===== config.mk =====
export PLATFORM = sky130hd
export DESIGN_NAME = mc_controller
export DESIGN_NICKNAME = d
export VERILOG_FILES = /design/src/rtl/alu_pkg.sv /design/src/rtl/alu_decoder.sv /design/src/rtl/mc_controller.sv
export SDC_FILE = /design/constraint.sdc
export NUM_CORES = 1
export LEC_CHECK = 0
export ABC_AREA = 1
export ABC_CLOCK_PERIOD_IN_PS = 1400
export CAP_MARGIN = 20
export CORE_MARGIN = 2
export CORE_UTILIZATION = 36
export DETAILED_ROUTE_END_ITERATION = 6
export PLACE_DENSITY = 0.81
export SLEW_MARGIN = 20
export SYNTH_ARGS = -nofsm -noshare
export SYNTH_HDL_FRONTEND = slang
export SYNTH_SLANG_ARGS = --single-unit

===== constraint.sdc =====
create_clock -name clk -period 1.4 [get_ports clk]
set_clock_uncertainty 0.2 [all_clocks]
set_input_delay 0.14 -clock clk [delete_from_list [all_inputs] [get_ports clk]]
set_output_delay 0.14 -clock clk [all_outputs]
set_load 0.02 [all_outputs]

===== src/rtl/alu_pkg.sv =====
// Shared types for the RV32I multi-cycle core: ALU operations, datapath mux
// selects and the base opcodes the controller decodes.
package alu_pkg;

  typedef enum logic [3:0] {
    ALU_ADD, ALU_SUB, ALU_SLL, ALU_SLT, ALU_SLTU,
    ALU_XOR, ALU_SRL, ALU_SRA, ALU_OR, ALU_AND
  } alu_op_t;

  typedef enum logic       {ADR_PC, ADR_ALUOUT}                alu_adr_dummy_t;
  typedef enum logic       {PC_ALU, PC_ALUOUT}                 pc_src_t;
  typedef enum logic [1:0] {A_PC, A_OLDPC, A_RS1, A_ZERO}      alu_a_sel_t;
  typedef enum logic [1:0] {B_RS2, B_IMM, B_FOUR}              alu_b_sel_t;
  typedef enum logic [2:0] {IMM_I, IMM_S, IMM_B, IMM_U, IMM_J} imm_sel_t;
  typedef enum logic [1:0] {WB_ALUOUT, WB_MDR, WB_PC}          wb_sel_t;
  typedef alu_adr_dummy_t adr_sel_t;

  localparam logic [6:0] OP_R      = 7'b0110011;
  localparam logic [6:0] OP_IMM    = 7'b0010011;
  localparam logic [6:0] OP_LOAD   = 7'b0000011;
  localparam logic [6:0] OP_STORE  = 7'b0100011;
  localparam logic [6:0] OP_BRANCH = 7'b1100011;
  localparam logic [6:0] OP_JAL    = 7'b1101111;
  localparam logic [6:0] OP_JALR   = 7'b1100111;
  localparam logic [6:0] OP_LUI    = 7'b0110111;
  localparam logic [6:0] OP_AUIPC  = 7'b0010111;

endpackage


===== src/rtl/alu_decoder.sv =====
// funct3/funct7 to ALU operation for R-type and OP-IMM instructions.
module alu_decoder
  import alu_pkg::*;
(
  input  logic [2:0] funct3,
  input  logic       funct7_5,
  input  logic       is_rtype,
  output alu_op_t    alu_op
);

  always_comb begin
    alu_op = ALU_ADD;
    case (funct3)
      3'b000: alu_op = (is_rtype && funct7_5) ? ALU_SUB : ALU_ADD;
      3'b001: alu_op = ALU_SLL;
      3'b010: alu_op = ALU_SLT;
      3'b011: alu_op = ALU_SLTU;
      3'b100: alu_op = ALU_XOR;
      // SRAI shares IR[30] with SRA, so the shift type ignores is_rtype
      3'b101: alu_op = funct7_5 ? ALU_SRA : ALU_SRL;
      3'b110: alu_op = ALU_OR;
      3'b111: alu_op = ALU_AND;
      default: alu_op = ALU_ADD;
    endcase
  end

endmodule


===== src/rtl/mc_controller.sv =====
// Multi-cycle RV32I control FSM: sequences the shared ALU and unified memory
// port, driving every datapath enable and select each cycle.
module mc_controller
  import alu_pkg::*;
(
  input  logic       clk,
  input  logic       rst_n,
  input  logic [6:0] opcode,
  input  logic [2:0] funct3,
  input  logic       funct7_5,
  input  logic       alu_zero,
  input  logic       mem_ready,
  output logic       mem_req,
  output logic       mem_we,
  output adr_sel_t   adr_sel,
  output logic       ir_we,
  output logic       mdr_we,
  output logic       pc_we,
  output pc_src_t    pc_src,
  output alu_a_sel_t alu_a_sel,
  output alu_b_sel_t alu_b_sel,
  output imm_sel_t   imm_sel,
  output alu_op_t    alu_op,
  output logic       rf_we,
  output wb_sel_t    wb_sel,
  output logic       illegal
);

  typedef enum logic [3:0] {
    S_FETCH, S_DECODE, S_EXEC_R, S_EXEC_I, S_EXEC_U, S_WB_ALU, S_MEM_ADDR,
    S_MEM_RD, S_WB_MEM, S_MEM_WR, S_BRANCH, S_JAL, S_JALR, S_TRAP
  } state_t;

  state_t  state_q, state_d;
  alu_op_t dec_op;

  alu_decoder u_alu_dec (
    .funct3   (funct3),
    .funct7_5 (funct7_5),
    .is_rtype (opcode == OP_R),
    .alu_op   (dec_op)
  );

  always_ff @(posedge clk or negedge rst_n) begin
    if (!rst_n) state_q <= S_FETCH;
    else        state_q <= state_d;
  end

  always_comb begin
    state_d   = state_q;
    mem_req   = 1'b0;
    mem_we    = 1'b0;
    adr_sel   = ADR_PC;
    ir_we     = 1'b0;
    mdr_we    = 1'b0;
    pc_we     = 1'b0;
    pc_src    = PC_ALU;
    alu_a_sel = A_PC;
    alu_b_sel = B_RS2;
    imm_sel   = IMM_I;
    alu_op    = ALU_ADD;
    rf_we     = 1'b0;
    wb_sel    = WB_ALUOUT;
    illegal   = 1'b0;

    case (state_q)
      S_FETCH: begin
        mem_req   = 1'b1;
        alu_b_sel = B_FOUR;
        if (mem_ready) begin
          ir_we   = 1'b1;
          pc_we   = 1'b1;
          state_d = S_DECODE;
        end
      end
      // Speculatively form OLDPC+imm so BRANCH/JAL find the target in ALUOUT
      S_DECODE: begin
        alu_a_sel = A_OLDPC;
        alu_b_sel = B_IMM;
        imm_sel   = (opcode == OP_BRANCH) ? IMM_B : IMM_J;
        case (opcode)
          OP_R:              state_d = S_EXEC_R;
          OP_IMM:            state_d = S_EXEC_I;
          OP_LOAD, OP_STORE: state_d = S_MEM_ADDR;
          OP_BRANCH:         state_d = S_BRANCH;
          OP_JAL:            state_d = S_JAL;
          OP_JALR:           state_d = S_JALR;
          OP_LUI, OP_AUIPC:  state_d = S_EXEC_U;
          default:           state_d = S_TRAP;
        endcase
      end
      S_EXEC_R: begin
        alu_a_sel = A_RS1;
        alu_op    = dec_op;
        state_d   = S_WB_ALU;
      end
      S_EXEC_I: begin
        alu_a_sel = A_RS1;
        alu_b_sel = B_IMM;
        alu_op    = dec_op;
        state_d   = S_WB_ALU;
      end
      S_EXEC_U: begin
        alu_a_sel = (opcode == OP_LUI) ? A_ZERO : A_OLDPC;
        alu_b_sel = B_IMM;
        imm_sel   = IMM_U;
        state_d   = S_WB_ALU;
      end
      S_WB_ALU: begin
        rf_we   = 1'b1;
        state_d = S_FETCH;
      end
      S_MEM_ADDR: begin
        alu_a_sel = A_RS1;
        alu_b_sel = B_IMM;
        imm_sel   = (opcode == OP_STORE) ? IMM_S : IMM_I;
        state_d   = (opcode == OP_STORE) ? S_MEM_WR : S_MEM_RD;
      end
      S_MEM_RD: begin
        mem_req = 1'b1;
        adr_sel = ADR_ALUOUT;
        if (mem_ready) begin
          mdr_we  = 1'b1;
          state_d = S_WB_MEM;
        end
      end
      S_WB_MEM: begin
        rf_we   = 1'b1;
        wb_sel  = WB_MDR;
        state_d = S_FETCH;
      end
      S_MEM_WR: begin
        mem_req = 1'b1;
        mem_we  = 1'b1;
        adr_sel = ADR_ALUOUT;
        if (mem_ready) state_d = S_FETCH;
      end
      // alu_zero here is the compare result of rs1 vs rs2 (SUB or SLT/SLTU)
      S_BRANCH: begin
        alu_a_sel = A_RS1;
        state_d   = S_FETCH;
        pc_src    = PC_ALUOUT;
        case (funct3)
          3'b000: begin alu_op = ALU_SUB;  pc_we = alu_zero;  end
          3'b001: begin alu_op = ALU_SUB;  pc_we = !alu_zero; end
          3'b100: begin alu_op = ALU_SLT;  pc_we = !alu_zero; end
          3'b101: begin alu_op = ALU_SLT;  pc_we = alu_zero;  end
          3'b110: begin alu_op = ALU_SLTU; pc_we = !alu_zero; end
          3'b111: begin alu_op = ALU_SLTU; pc_we = alu_zero;  end
          default: begin
            pc_src  = PC_ALU;
            state_d = S_TRAP;
          end
        endcase
        if (!pc_we) pc_src = PC_ALU;
      end
      S_JAL: begin
        rf_we   = 1'b1;
        wb_sel  = WB_PC;
        pc_we   = 1'b1;
        pc_src  = PC_ALUOUT;
        state_d = S_FETCH;
      end
      // Link value is the pre-update PC, captured on the same edge as PC load
      S_JALR: begin
        alu_a_sel = A_RS1;
        alu_b_sel = B_IMM;
        pc_we     = 1'b1;
        rf_we     = 1'b1;
        wb_sel    = WB_PC;
        state_d   = S_FETCH;
      end
      S_TRAP: illegal = 1'b1;
      default: state_d = S_FETCH;
    endcase

    // No request or write strobes may escape while reset is held
    if (!rst_n) begin
      mem_req = 1'b0;
      mem_we  = 1'b0;
      ir_we   = 1'b0;
      mdr_we  = 1'b0;
      pc_we   = 1'b0;
      rf_we   = 1'b0;
      illegal = 1'b0;
    end
  end

endmodule


==> flow_summary.toml, run 1 <==
[floorplan]
fp-row-count = 16
fp.dieW_um = 49.86
initial_core_util_pct = 38.19
die_y_um = 49.86
boundaryPins = 37

[cts]
cts_buffers = 3
cts-root-buf = "clkbuf_4"
cts_buffer_depth = 2
h-tree-depth = 1
cts_num_sinks = 4

[synthesis]
ys_seq_elements = 4
seq_area_frac_synth_pct = 13.22
syn_nets = 161
synth.distinct_cells = 24
synth_top_area_cell = "nand2_1"
yosys.area.top_type_share_pct = 21.82
syn_avg_cell_area_sq_um = 5.185
syn_inst = 146
netlist_area_sq_um = 757.0
synth.yosys.warnings = 0
synth.area.top_cells = "nand2_1, dfrtp_1, nor2_1"

[global_route]
grtUsageTotal_pct = 73.24
grt-ovfl-total = 48
grt_max_degree = 7

[placement]
portBuffers = 36
hpwl_mm = 2.558
gp_congestion = 0.8832
place_ws_ns = -0.8439

[outcome]
run_status = "did not finish"
failing_step = "5_1_grt"
error_line = "[ERROR GRT-0232] Routing congestion too high. Check the congestion heatmap in the GUI."

[sta]
worst_endpoint_kind = "primary output"
postGrtWorstEndpoint = "alu_op[1]"
-- timing repair --
| item | 4_1_cts |
|---|---|
| endpoints found under the setup margin | 26 |
| pin swaps | 9 |
| resized for setup | 165 |
| hold endpoints to repair | 4 |
| buffers inserted | 14 |
| hold buffers | 1 |
-- per-layer routing --
layer	GRT overflow	global-route usage [%]
met4	21	89.81
met2	27	95.33
met1	0	74.21
met3	0	40.00
met5	0	0
-- through the flow --
stage	utilization (%)	cells	hold slack, ns	area, sq um
floorplan	-	146	-0.3556	845.8
global placement	79.61	254	0.2351	1578
detailed placement	79.61	254	0.2412	1578
CTS	92.74	271	0.5146	1838
-- synthesized netlist by cell type (all sizes together) --
master  number
nand3b       1
nor2        29
o21ai        7
a21boi       1
xor2         1
dfrtp        4
o221ai       1
o22ai        2
inv         25
nand4        1
nand2       46
o211ai       2
nor3         4
nand3       12
or2          1
a21oi        9
-- logic make-up after synthesis --
group / count (synthesis) / synth area share (%)
AO/OA/AOI/OAI: 22 / 16.86
XOR/XNOR: 1 / 1.157
buffers and inverters: 25 / 12.40
flip-flops: 4 / 13.22
AND/OR/NAND/NOR: 94 / 56.37
==> run 2: changes to the inputs <==
--- a/config.mk
+++ b/config.mk
@@ -6,12 +6,12 @@
 export NUM_CORES = 1
 export LEC_CHECK = 0
 export ABC_AREA = 1
-export ABC_CLOCK_PERIOD_IN_PS = 1400
+export ABC_CLOCK_PERIOD_IN_PS = 1800
 export CAP_MARGIN = 20
-export CORE_MARGIN = 2
-export CORE_UTILIZATION = 36
+export CORE_AREA = 2 2 63 65
 export DETAILED_ROUTE_END_ITERATION = 6
-export PLACE_DENSITY = 0.81
+export DIE_AREA = 0 0 65 67
+export PLACE_DENSITY_LB_ADDON = 0.15
 export SLEW_MARGIN = 20
 export SYNTH_ARGS = -nofsm -noshare
 export SYNTH_HDL_FRONTEND = slang
==> constraint.sdc (replaced) <==
create_clock -name clk -period 1.8 [get_ports clk]
set_clock_uncertainty 0.2 [all_clocks]
set_input_delay 0.18 -clock clk [delete_from_list [all_inputs] [get_ports clk]]
set_output_delay 0.18 -clock clk [all_outputs]
set_load 0.02 [all_outputs]
==> run 2 against run 1 <==
  * Area after synthesis is the same
  * The flow now finishes, with violations (setup timing)
  * Synthesized cell count is the same
==> flow_summary.toml, run 2 <==
[drt]
wl_per_cell_um = 10.29
num_vias = 1191
drcViolationCount = 0
first_pass_iters = 4
viasPerCell = 4.254
routed_wl_mm = 2.882
ant_nets = 0
drtIter0Drc = 19

[synthesis]
yosysMostFrequentCell = "nand2_1"
yosys.area.top_type_share_pct = 21.82
synth.distinct_cells = 24
synth.yosys.warnings = 0
seq_area_frac_synth_pct = 13.22
ys.flop_type = "dfrtp_1"
synth.cells.most_frequent = "nand2_1, nor2_1, inv_1"
synth.area.top_cells = "nand2_1, dfrtp_1, nor2_1"
synth_top_area_cell = "nand2_1"
async_flop_share_pct = 100.0
syn_inst = 146
syn_avg_cell_area_sq_um = 5.185
syn_nets = 161
netlist_area_sq_um = 757.0
synth-edff-count = 0
ys_seq_elements = 4

[sta]
max_clock_freq_mhz = 525.1
fin_ws_ns = -0.1044
fin_crit_sh_pct = 105.8
final_hold_viol_count = 0
min_period_ns = 1.904
fin_tns_setup_ns = -0.2953
max_slew_margin_pct = 83.42
hold-worst-slack_ns = 0.07275
tightest_slew_ns = 0.2479
rsz0062_at_grt = "yes"
finalMaxSlewViolations = 0
setup_viol = 6

[pwr]
power.density_nw_per_um2 = 1072
leakagePower_nw = 0.8722
worst_ir_drop_vdd_uv = 427.2
finalPower_mw = 1.782

[outcome]
run_status = "finished with violations"
violations = "setup timing"

[worst_setup_path]
critPathMaxStageDelay_ns = 0.44
cp_top_family = "flip-flops"
cp-startpoint = "state_q[3]"
worst_setup_path_start_kind = "flip-flop"
crit_end = "pc_we"
reg2reg_from = "state_q[3]"
path_depth = 9
rrSetupSlack_ns = 0.15
slowest_stage = "dfrtp_2"
critPathKind = "reg -> out"
worstPathArrival_ns = 1.52
r2r-end = "state_q[0]"
cp.required_ns = 1.42
reg2reg_depth = 11
cp-end-kind = "output pin"
worstPathMaxFanout = 4
crit_buf_inv = 4
cp_cell_sequence = "inv_4 > nor2_4 > inv_2 > nor2_4 > inv_2 > a21oi_2 > o21ai_2 > a21oi_1 > buf_4"

[final_layout]
diodes = 0
final_core_util_pct = 46.11
largest_register_ffs = 4
nets = 249
final_common_cell = "buf_4"
top_regs = "state_q x4"
regMostFlops = "state_q"
drive_gt1_share_pct = 52.59
fin_cells = 280
stdcell_area_sq_um = 1663
final_cell_mix = "buf_4, nand2_1, nor2_1, inv_1"
area_delta_synth_final_pct = 119.7

[cts]
path_clk_slew_ns = 0.03
cts_buffers = 3
cts_hold_buf = 0
clkLatencyLatePin_ns = 0.21
cts-root-buf = "clkbuf_8"
cts_tree = "yes"
cts_num_sinks = 4
h-tree-depth = 1
cts_buffer_depth = 2

[placement]
hpwl_mm = 2.403
dp.cells = 276
place_ws_ns = -0.5540
gp_congestion = 0.7497
place_area_sq_um = 1523
portBuffers = 36

[global_route]
grt_max_degree = 7
grt-ovfl-total = 0
grt_pass1_vias = 1214
grt_pass1_wl_mm = 4.809
grtUsageTotal_pct = 13.64
grt_antenna_before_repair = 0

[floorplan]
core-area_sq_um = 3606
die_area_sq_um = 4355
fp.dieW_um = 65
initial_core_util_pct = 20.99
die_y_um = 67
boundaryPins = 37
fp-row-count = 22

[run]
drv_cap = 0

[hold_path]
hold_path.class = "in -> async"
run 2: cell families (layout without fill, tap and decap cells):
logic type,after synthesis,in the layout,share of synthesized area (%)
buf+inv,25,111,12.40
compound gates,22,22,16.86
simple gates,94,94,56.37
xor+xnor,1,1,1.157
flops,4,4,13.22
run 2: what timing repair did:
item	CTS	global route
setup endpoints to repair	22	25
pin swaps	6	9
resized for setup	125	36
setup buffers	1	0
run 2: final cells by class:
type	count	area (sq um)
Multi-Input combinational cell	117	688.2
Tap cell	48	60.06
Clock buffer	3	41.29
Inverter	25	96.34
Fill cell	403	1943
Sequential cell	4	102.6
Timing Repair Buffer	83	674.4
run 2: worst reg2reg max path, cell delays in order (launching register included):
cell and delay (ns):
dfrtp_2 0.46, inv_4 0.10, nor2_4 0.04, inv_2 0.09, nor2_4 0.04, buf_4 0.13, nand2_1 0.09, nand2_1 0.10
nor3_2 0.11, nand2_1 0.07, nand2_1 0.05, nand2_1 0.04
run 2: report_power, final:
part / internal [mW] / leakage (nW) / switching (mW)
Clock: 0.142 / 0.0216 / 0.0405
Combinational: 0.644 / 0.802 / 0.773
Sequential: 0.129 / 0.0485 / 0.0532
run 2: worst min-delay path by stage:
stage	to	slack (ns)	depth (start not counted)
final	state_q[3]	0.07	2
after global routing	state_q[1]	0.08	2
after CTS	state_q[1]	0.07	2
after detailed placement	state_q[3]	0.29	2
after global placement	state_q[3]	0.29	2
after floorplan	state_q[0]	-0.32	0
run 2: per-layer routing:
layer | global-route usage [%] | up-vias | wire length [um] | part of all wire, %
met1 | 15.54 | 525 | 1309 | 45
met5 | 0 | - | 0 | 0
met2 | 25.90 | 19 | 1474 | 51
met4 | 3.989 | 0 | 12 | 0.42
met3 | 2.196 | 2 | 85 | 2.9
li1 | - | 645 | - | -
Note: power is estimated with default switching activity, not from simulation.
